**src/rtl/uart_pkg.sv**
```systemverilog
// Shared UART definitions: FSM state encodings and default oversampling constants.
// UART_TX_PARITY_EN widens the state type to make room for ST_PARITY.
package uart_pkg;

`ifdef UART_TX_PARITY_EN
    typedef enum logic [2:0] {
        ST_IDLE   = 3'd0,
        ST_START  = 3'd1,
        ST_DATA   = 3'd2,
        ST_STOP   = 3'd3,
        ST_PARITY = 3'd4
    } uart_state_t;
`else
    typedef enum logic [1:0] {
        ST_IDLE  = 2'd0,
        ST_START = 2'd1,
        ST_DATA  = 2'd2,
        ST_STOP  = 2'd3
    } uart_state_t;
`endif

    localparam int N_TICK_DEF  = 16;
    localparam int SB_TICK_DEF = 16;

endpackage

```
**src/rtl/uart_tx.sv**
```systemverilog
// UART transmitter: LSB-first start/data/stop framing driven by a 16x baud tick.
// Define UART_TX_PARITY_EN to insert an even-parity bit between DATA and STOP.
module uart_tx
    import uart_pkg::*;
#(
    parameter int NB_BITS     = 8,
    parameter int N_TICK      = N_TICK_DEF,
    parameter int SB_TICK     = SB_TICK_DEF,
    parameter int NB_TICK_CNT = 5,
    parameter int NB_BIT_CNT  = 3
) (
    input  logic               i_clk,
    input  logic               i_rst,
    input  logic               i_tick,
    input  logic               i_tx_start,
    input  logic [NB_BITS-1:0] i_data,
    output logic               o_tx,
    output logic               o_tx_done,
    output logic               o_busy
);

    localparam logic [NB_TICK_CNT-1:0] TICK_LAST = NB_TICK_CNT'(N_TICK - 1);
    localparam logic [NB_TICK_CNT-1:0] STOP_LAST = NB_TICK_CNT'(SB_TICK - 1);
    localparam logic [NB_BIT_CNT-1:0]  BIT_LAST  = NB_BIT_CNT'(NB_BITS - 1);

    uart_state_t              r_state,      w_state_next;
    logic [NB_TICK_CNT-1:0]   r_tick_cnt,   w_tick_cnt_next;
    logic [NB_BIT_CNT-1:0]    r_bit_idx,    w_bit_idx_next;
    logic [NB_BITS-1:0]       r_shreg,      w_shreg_next;
    logic                     r_start_prev;
    logic                     r_tx,         w_tx_next;
    logic                     r_tx_done,    w_tx_done_next;
    logic                     r_busy;
    logic                     w_edge;
`ifdef UART_TX_PARITY_EN
    logic                     r_parity,     w_parity_next;
`endif

    assign w_edge = i_tx_start && !r_start_prev;

    always_comb begin
        w_state_next    = r_state;
        w_tick_cnt_next = r_tick_cnt;
        w_bit_idx_next  = r_bit_idx;
        w_shreg_next    = r_shreg;
        w_tx_done_next  = 1'b0;
`ifdef UART_TX_PARITY_EN
        w_parity_next   = r_parity;
`endif
        unique case (r_state)
            ST_IDLE: begin
                if (w_edge) begin
                    w_state_next    = ST_START;
                    w_shreg_next    = i_data;
                    w_tick_cnt_next = '0;
`ifdef UART_TX_PARITY_EN
                    w_parity_next   = ^i_data;
`endif
                end
            end
            ST_START: begin
                if (i_tick) begin
                    if (r_tick_cnt == TICK_LAST) begin
                        w_state_next    = ST_DATA;
                        w_tick_cnt_next = '0;
                        w_bit_idx_next  = '0;
                    end else begin
                        w_tick_cnt_next = r_tick_cnt + NB_TICK_CNT'(1);
                    end
                end
            end
            ST_DATA: begin
                if (i_tick) begin
                    if (r_tick_cnt == TICK_LAST) begin
                        w_shreg_next    = r_shreg >> 1;
                        w_tick_cnt_next = '0;
                        if (r_bit_idx == BIT_LAST) begin
`ifdef UART_TX_PARITY_EN
                            w_state_next = ST_PARITY;
`else
                            w_state_next = ST_STOP;
`endif
                        end else begin
                            w_bit_idx_next = r_bit_idx + NB_BIT_CNT'(1);
                        end
                    end else begin
                        w_tick_cnt_next = r_tick_cnt + NB_TICK_CNT'(1);
                    end
                end
            end
`ifdef UART_TX_PARITY_EN
            ST_PARITY: begin
                if (i_tick) begin
                    if (r_tick_cnt == TICK_LAST) begin
                        w_state_next    = ST_STOP;
                        w_tick_cnt_next = '0;
                    end else begin
                        w_tick_cnt_next = r_tick_cnt + NB_TICK_CNT'(1);
                    end
                end
            end
`endif
            ST_STOP: begin
                if (i_tick) begin
                    if (r_tick_cnt == STOP_LAST) begin
                        w_state_next    = ST_IDLE;
                        w_tick_cnt_next = '0;
                        w_tx_done_next  = 1'b1;
                    end else begin
                        w_tick_cnt_next = r_tick_cnt + NB_TICK_CNT'(1);
                    end
                end
            end
            default: w_state_next = ST_IDLE;
        endcase

        // NOTE: the line level is derived from the next state so the registered o_tx
        // changes on the same edge the state does, with no glitchy combinational output.
        unique case (w_state_next)
            ST_START:  w_tx_next = 1'b0;
            ST_DATA:   w_tx_next = w_shreg_next[0];
`ifdef UART_TX_PARITY_EN
            ST_PARITY: w_tx_next = w_parity_next;
`endif
            default:   w_tx_next = 1'b1;
        endcase
    end

    always_ff @(posedge i_clk) begin
        if (i_rst) begin
            r_state      <= ST_IDLE;
            r_tick_cnt   <= '0;
            r_bit_idx    <= '0;
            r_shreg      <= '0;
            r_start_prev <= 1'b0;
            r_tx         <= 1'b1;
            r_tx_done    <= 1'b0;
            r_busy       <= 1'b0;
`ifdef UART_TX_PARITY_EN
            r_parity     <= 1'b0;
`endif
        end else begin
            r_state      <= w_state_next;
            r_tick_cnt   <= w_tick_cnt_next;
            r_bit_idx    <= w_bit_idx_next;
            r_shreg      <= w_shreg_next;
            r_start_prev <= i_tx_start;
            r_tx         <= w_tx_next;
            r_tx_done    <= w_tx_done_next;
            r_busy       <= (w_state_next != ST_IDLE);
`ifdef UART_TX_PARITY_EN
            r_parity     <= w_parity_next;
`endif
        end
    end

    assign o_tx      = r_tx;
    assign o_tx_done = r_tx_done;
    assign o_busy    = r_busy;

endmodule

```
**config.mk**
```make
export PLATFORM = sky130hd
export DESIGN_NAME = uart_tx
export DESIGN_NICKNAME = d
export VERILOG_FILES = /design/src/rtl/uart_pkg.sv /design/src/rtl/uart_tx.sv
export SDC_FILE = /design/constraint.sdc
export NUM_CORES = 1
export LEC_CHECK = 0
export ABC_AREA = 1
export CORE_MARGIN = 2
export CORE_UTILIZATION = 30
export DETAILED_ROUTE_END_ITERATION = 10
export PLACE_DENSITY = 0.49
export SYNTH_ARGS = -nofsm -noshare
export SYNTH_HDL_FRONTEND = slang
export SYNTH_SLANG_ARGS = --single-unit
```
**constraint.sdc**
```tcl
create_clock -name i_clk -period 1.78 [get_ports i_clk]
set_clock_uncertainty 0.1 [all_clocks]
set_input_delay 0.445 -clock i_clk [delete_from_list [all_inputs] [get_ports i_clk]]
set_output_delay 0.445 -clock i_clk [all_outputs]
set_load 0.02 [all_outputs]
```
**Word level (Yosys, flattened, before mapping)**

Index checks and enable logic that the tools add are counted.

- Register bits: 22
- Input bits: 12

- $add $sub $neg: 2
- Eq/ne operators: 14
- Muxes and demuxes: 25
- Bitwise logic cells: 2
- Reductions and logical operators: 11

Operators with widths:

| kind | count |
|---|---|
| $mux W8 | 3 |
| $mux W2 | 8 |
| $pmux W8 S2 | 1 |
| $mux W3 | 5 |
| $mux W5 | 3 |
| $ne A2 B2 Y1 const B | 6 |
| $pmux W5 S2 | 1 |
| $pmux W2 S4 | 1 |
| $eq A2 B2 Y1 const B | 3 |
| $pmux W3 S2 | 1 |
| $reduce_and A6 Y1 | 1 |
| $reduce_bool A2 Y1 | 3 |
| $reduce_or A3 Y1 | 2 |
| $add A5 B1 Y5 const B | 1 |
| $eq A5 B4 Y1 const B | 1 |
| $eq A2 B1 Y1 const B | 2 |
| $reduce_and A4 Y1 | 1 |
| $add A3 B1 Y3 const B | 1 |
| $eq A3 B3 Y1 const B | 1 |
| $logic_not A2 Y1 | 1 |
| $ne A2 B1 Y1 const B | 1 |
| $not A1 Y1 | 2 |
| $pmux W1 S2 | 1 |
| $reduce_and A2 Y1 | 1 |
| other kinds (3) | 3 |

**Logic depth before layout (Yosys ltp)**

Gate-level depths: netlist of the first run.

- Word-level depth: 7
- Gate-level depth with buffers: 10
- Depth with buffers taken out: 10

**Worst setup path before layout of the first run**

Ideal clock, no wire load.

- Path type: reg2reg
- From: register r_tick_cnt[0]
- To: register r_tx, in the netlist o_tx
- Data arrival time: 1.247 ns
- Required time: 1.568 ns
- Path slack: 0.321 ns
- Stages on the path, launching flop included: 9
- Period minus slack after synthesis: 1.459 ns
- Cell sequence: dfxtp_1 > ha_1 > nand3_2 > nor2_4 > buf_6 > nand4_1 > and2_0 > nand2_1 > nand2_1

- Cells in the longest elaborated chain, start to end: 6
- Elaborated cells on any way between the ends: 14
- Those cells by class: eq/ne (3); mux (11)

Ends and longest elaborated chain:

| item | RTL line | source |
|---|---|---|
| start: declaration | uart_tx.sv:27 | `logic [NB_TICK_CNT-1:0] r_tick_cnt, w_tick_cnt_next;` |
| start signal: assignment | uart_tx.sv:144 | `r_tick_cnt <= w_tick_cnt_next;` |
| $eq A5 B4 Y1 (*) | uart_tx.sv:63, uart_tx.sv:74, uart_tx.sv:105 |  |
| $mux W2, on equally long branches | uart_tx.sv:105, uart_tx.sv:74, uart_tx.sv:63 |  |
| $mux W2, on equally long branches | uart_tx.sv:104, uart_tx.sv:62, uart_tx.sv:73 |  |
| $pmux W2 S4 | uart_tx.sv:50 | `unique case (r_state)` |
| $eq A2 B2 Y1 or $eq A2 B1 Y1 (tied branches) | uart_tx.sv:119 | `unique case (w_state_next)` |
| $pmux W1 S2 (*) | uart_tx.sv:119 |  |
| end signal: assignment | uart_tx.sv:148 | `r_tx <= w_tx_next;` |
| end: declaration | uart_tx.sv:31 | `logic r_tx, w_tx_next;` |

Mark *: on every way between the ends. The rest lies on a longest branch, timed or not. The select of a mux whose other input is x is not followed.
A chain may end at the register's enable or synchronous reset.

**Worst setup path in the final report of the first run**

Same ends and word-level chain as after synthesis.

==> run summary, run 1 <==
WP data arrival: 1.74 ns
Root buffer cell: clkbuf_4
Wl on met1: 1.03 mm
YS warnings: 0
CP Max Fanout: 9
Max incr delay on CP: 0.37 ns
Period utilization: 90.4%
Met2 wire len: 1.07 mm
Final core utilization: 40.3%
Vias/cell: 4.47
RSZ-0062 raised after global routing: false
DIE AREA: 0.00416 mm^2
Max-cap violations: 0
Post-CTS setup buffers: 0
Final #Nets: 192
Sequential area share after synthesis: 40.1%
WL final: 2.23 mm
Core area: 0.00342 mm^2
CP top delay family: simple AND/OR/NAND/NOR gates
Post-synthesis async set-or-reset flop share: 0%
Die span in x: 64.5 um
Detailed-route via count: 993
Slew Viols, Final: 0
Post-synth EDFFs: 0
Fin. Hold Viols: 0
CTS resizes: 3
Top_reg_cell synth: dfxtp_1
Actual slew at the worst max-slew pin: 0.322 ns
WP buf/inv: 0
CTS Buffer Depth: 2
Syn avg cell area: 7.22 um^2
Tmin final: 1.61 ns
Leak: 0.619 nW
Vias in the first global route: 935
Final GP Congestion: 0.738
Clock Pin Slew Worst Setup and Hold Paths: 0.13 ns
Yosys reg bits: 22
1st-iter DRT viols: 31
Worst Hold Class: flip-flop to flip-flop
Antenna violations before repair: 0
CP Class: flip-flop to flip-flop
Synth-to-Final Area Change: 25.3%
R2R setup slack: 0.17 ns
Wire length on met3: 97 um
Syn Std Cell Area: 0.00110 mm^2
H-tree Lvls: 1
GRT Total Usage: 12.1%
# setup viols final: 0
Most frequent CP cell: nand2_1
ANT cells: 0
Synth cell types: 24
Row count: 21
Wire length per cell: 10.0 um
Chip height: 64.5 um
Peak supply drop: 256 uV
Crit path cell chain: ha_1 > nand3_2 > nor2_4 > nand4_1 > and2_0 > nand2_1 > nand2_1
DP Wirelength: 1.75 mm
Number of DRC violations after detailed routing: 0
WHS: 0.378 ns
Post-DRT Antenna Nets: 0
Worst skew pair latency: 0.31 ns
Largest net degree at the start of global routing: 15
Outcome: finished clean
Hold buffers post-CTS: 0
First-pass GRT wire length: 3.92 mm
Crit path max-delay cell type: dfxtp_1
Pwr dens: 700 mW/mm^2
1st-pass router iterations: 4
Total CTS buffers: 3
Uppermost layer routed: met4
Fraction of layout cells with a size suffix above 1: 18.2%
Slew HR: 78.5%
Fmax: 621 MHz
Initial core utilization: 32.1%
Critical path data required time: 1.91 ns
CTS tree: built
CP Capture Type: flip-flop
Fillers: 395
Overflow after GRT: 0
Num ports: 15
Post-Syn Nets: 167
Startpoint Class: flip-flop
Synth Instances: 152
PortBufs: 14
Sink Count: 22
-- state kept, by name (all words and copies together), names as in the netlist --
register	cells
r_shreg	8
r_tick_cnt	5
o_busy	1
o_tx_done	1
r_bit_idx	3
r_state	2
o_tx	1
r_start_prev	1
-- layer usage --
| layer | global-route usage, % | vias to the layer above |
|---|---|---|
| met5 | 0 | - |
| met4 | 4.79 | 0 |
| met3 | 2.78 | 4 |
| met2 | 21.0 | 20 |
| met1 | 14.3 | 441 |
| li1 | - | 528 |
-- per-stage QoR --
stage / setup slack (ns) / TNS, ns / power (W) / cells / instance area, um^2
final: 0.171 / 0 / 0.000963 / 222 / 1380
after detailed placement: -0.0409 / -0.242 / 0.000700 / 218 / 1340
after global placement: -0.0583 / -0.149 / 0.000699 / 218 / 1340
after global routing: 0.0179 / 0 / 0.00103 / 222 / 1380
after floorplan: 0.321 / 0 / 0.000632 / 152 / 1100
after CTS: 0.158 / 0 / 0.000980 / 222 / 1380
-- area by class of cell --
class | count | area, um^2 | share of cell area [%]
sequential | 22 | 440 | 32.0
multi-input combinational | 112 | 581 | 42.2
tap | 46 | 57.6 | 4.19
inverter | 15 | 56.3 | 4.09
clock buffer | 4 | 36.3 | 2.64
timing repair buffer | 23 | 204 | 14.8
-- cells in the mapped netlist (all sizes together), types with 2 or more instances --
cell type,n,area [um^2]
dfxtp,22,440
clkbuf,2,8.75
nand4,4,25.0
a21oi,14,92.6
nand3,11,65.1
nor2,23,104
nand2,50,198
o21ai,4,31.3
inv,15,56.3
ha,3,37.5
-- layout by cell type, fill, tap and decap left out, types with 2 or more instances in the layout --
cell type / netlist / final
o21ai_1: 2 / 2
a21oi_2: 6 / 6
nand3_2: 2 / 2
clkdlybuf4s50_1: 0 / 11
nand4_1: 4 / 4
dlygate4sd2_1: 0 / 3
a21oi_1: 8 / 8
clkbuf_4: 0 / 3
nor2_4: 2 / 2
buf_4: 0 / 9
nand3_1: 9 / 9
nand2_1: 48 / 48
ha_1: 3 / 3
inv_1: 11 / 11
dfxtp_1: 22 / 22
inv_2: 4 / 4
nor2_1: 20 / 20
-- cells by family (layout without fill, tap and decap cells) --
group	Yosys count	after routing	share of synthesized area, %
simple gates	89	89	36.3
flops	22	22	40.1
compound gates	19	19	12.4
xor+xnor	1	1	0.798
buf+inv	18	42	6.95
fa+ha+maj	3	3	3.42
-- report_power, final --
group	switching, W	internal, W	leakage, nW	total, W
Combinational	0.0000831	0.0000729	0.418	0.000156
Clock	0.000155	0.000125	0.0210	0.000280
Sequential	0.0000138	0.000513	0.180	0.000527
-- worst register-to-register path, cell delays in order (launching register included) --
cell	delay, ns
dfxtp_1	0.37
ha_1	0.24
nand3_2	0.12
nor2_4	0.21
nand4_1	0.19
and2_0	0.20
nand2_1	0.06
nand2_1	0.04
-- final timing paths --
kind	depth (start not counted)	to	from
worst max-delay path	7	o_tx	r_tick_cnt[0]
worst min-delay path	2	r_bit_idx[1]	r_bit_idx[1]
worst max register to register	7	o_tx	r_tick_cnt[0]
worst min register to register	2	r_bit_idx[1]	r_bit_idx[1]
(Power assumes the default switching activity.)
==> inputs of run 2 (changes only) <==
Settings changed: HOLD_SLACK_MARGIN from default to 0.15.
==> results of run 2 <==
No change in the layout: final DEF, timing and power equal those of run 1.
==> inputs of run 3 (changes only) <==
Settings changed: SKIP_LAST_GASP from default to 1.
==> results of run 3 <==
No change in the layout: final DEF, timing and power equal those of run 1.
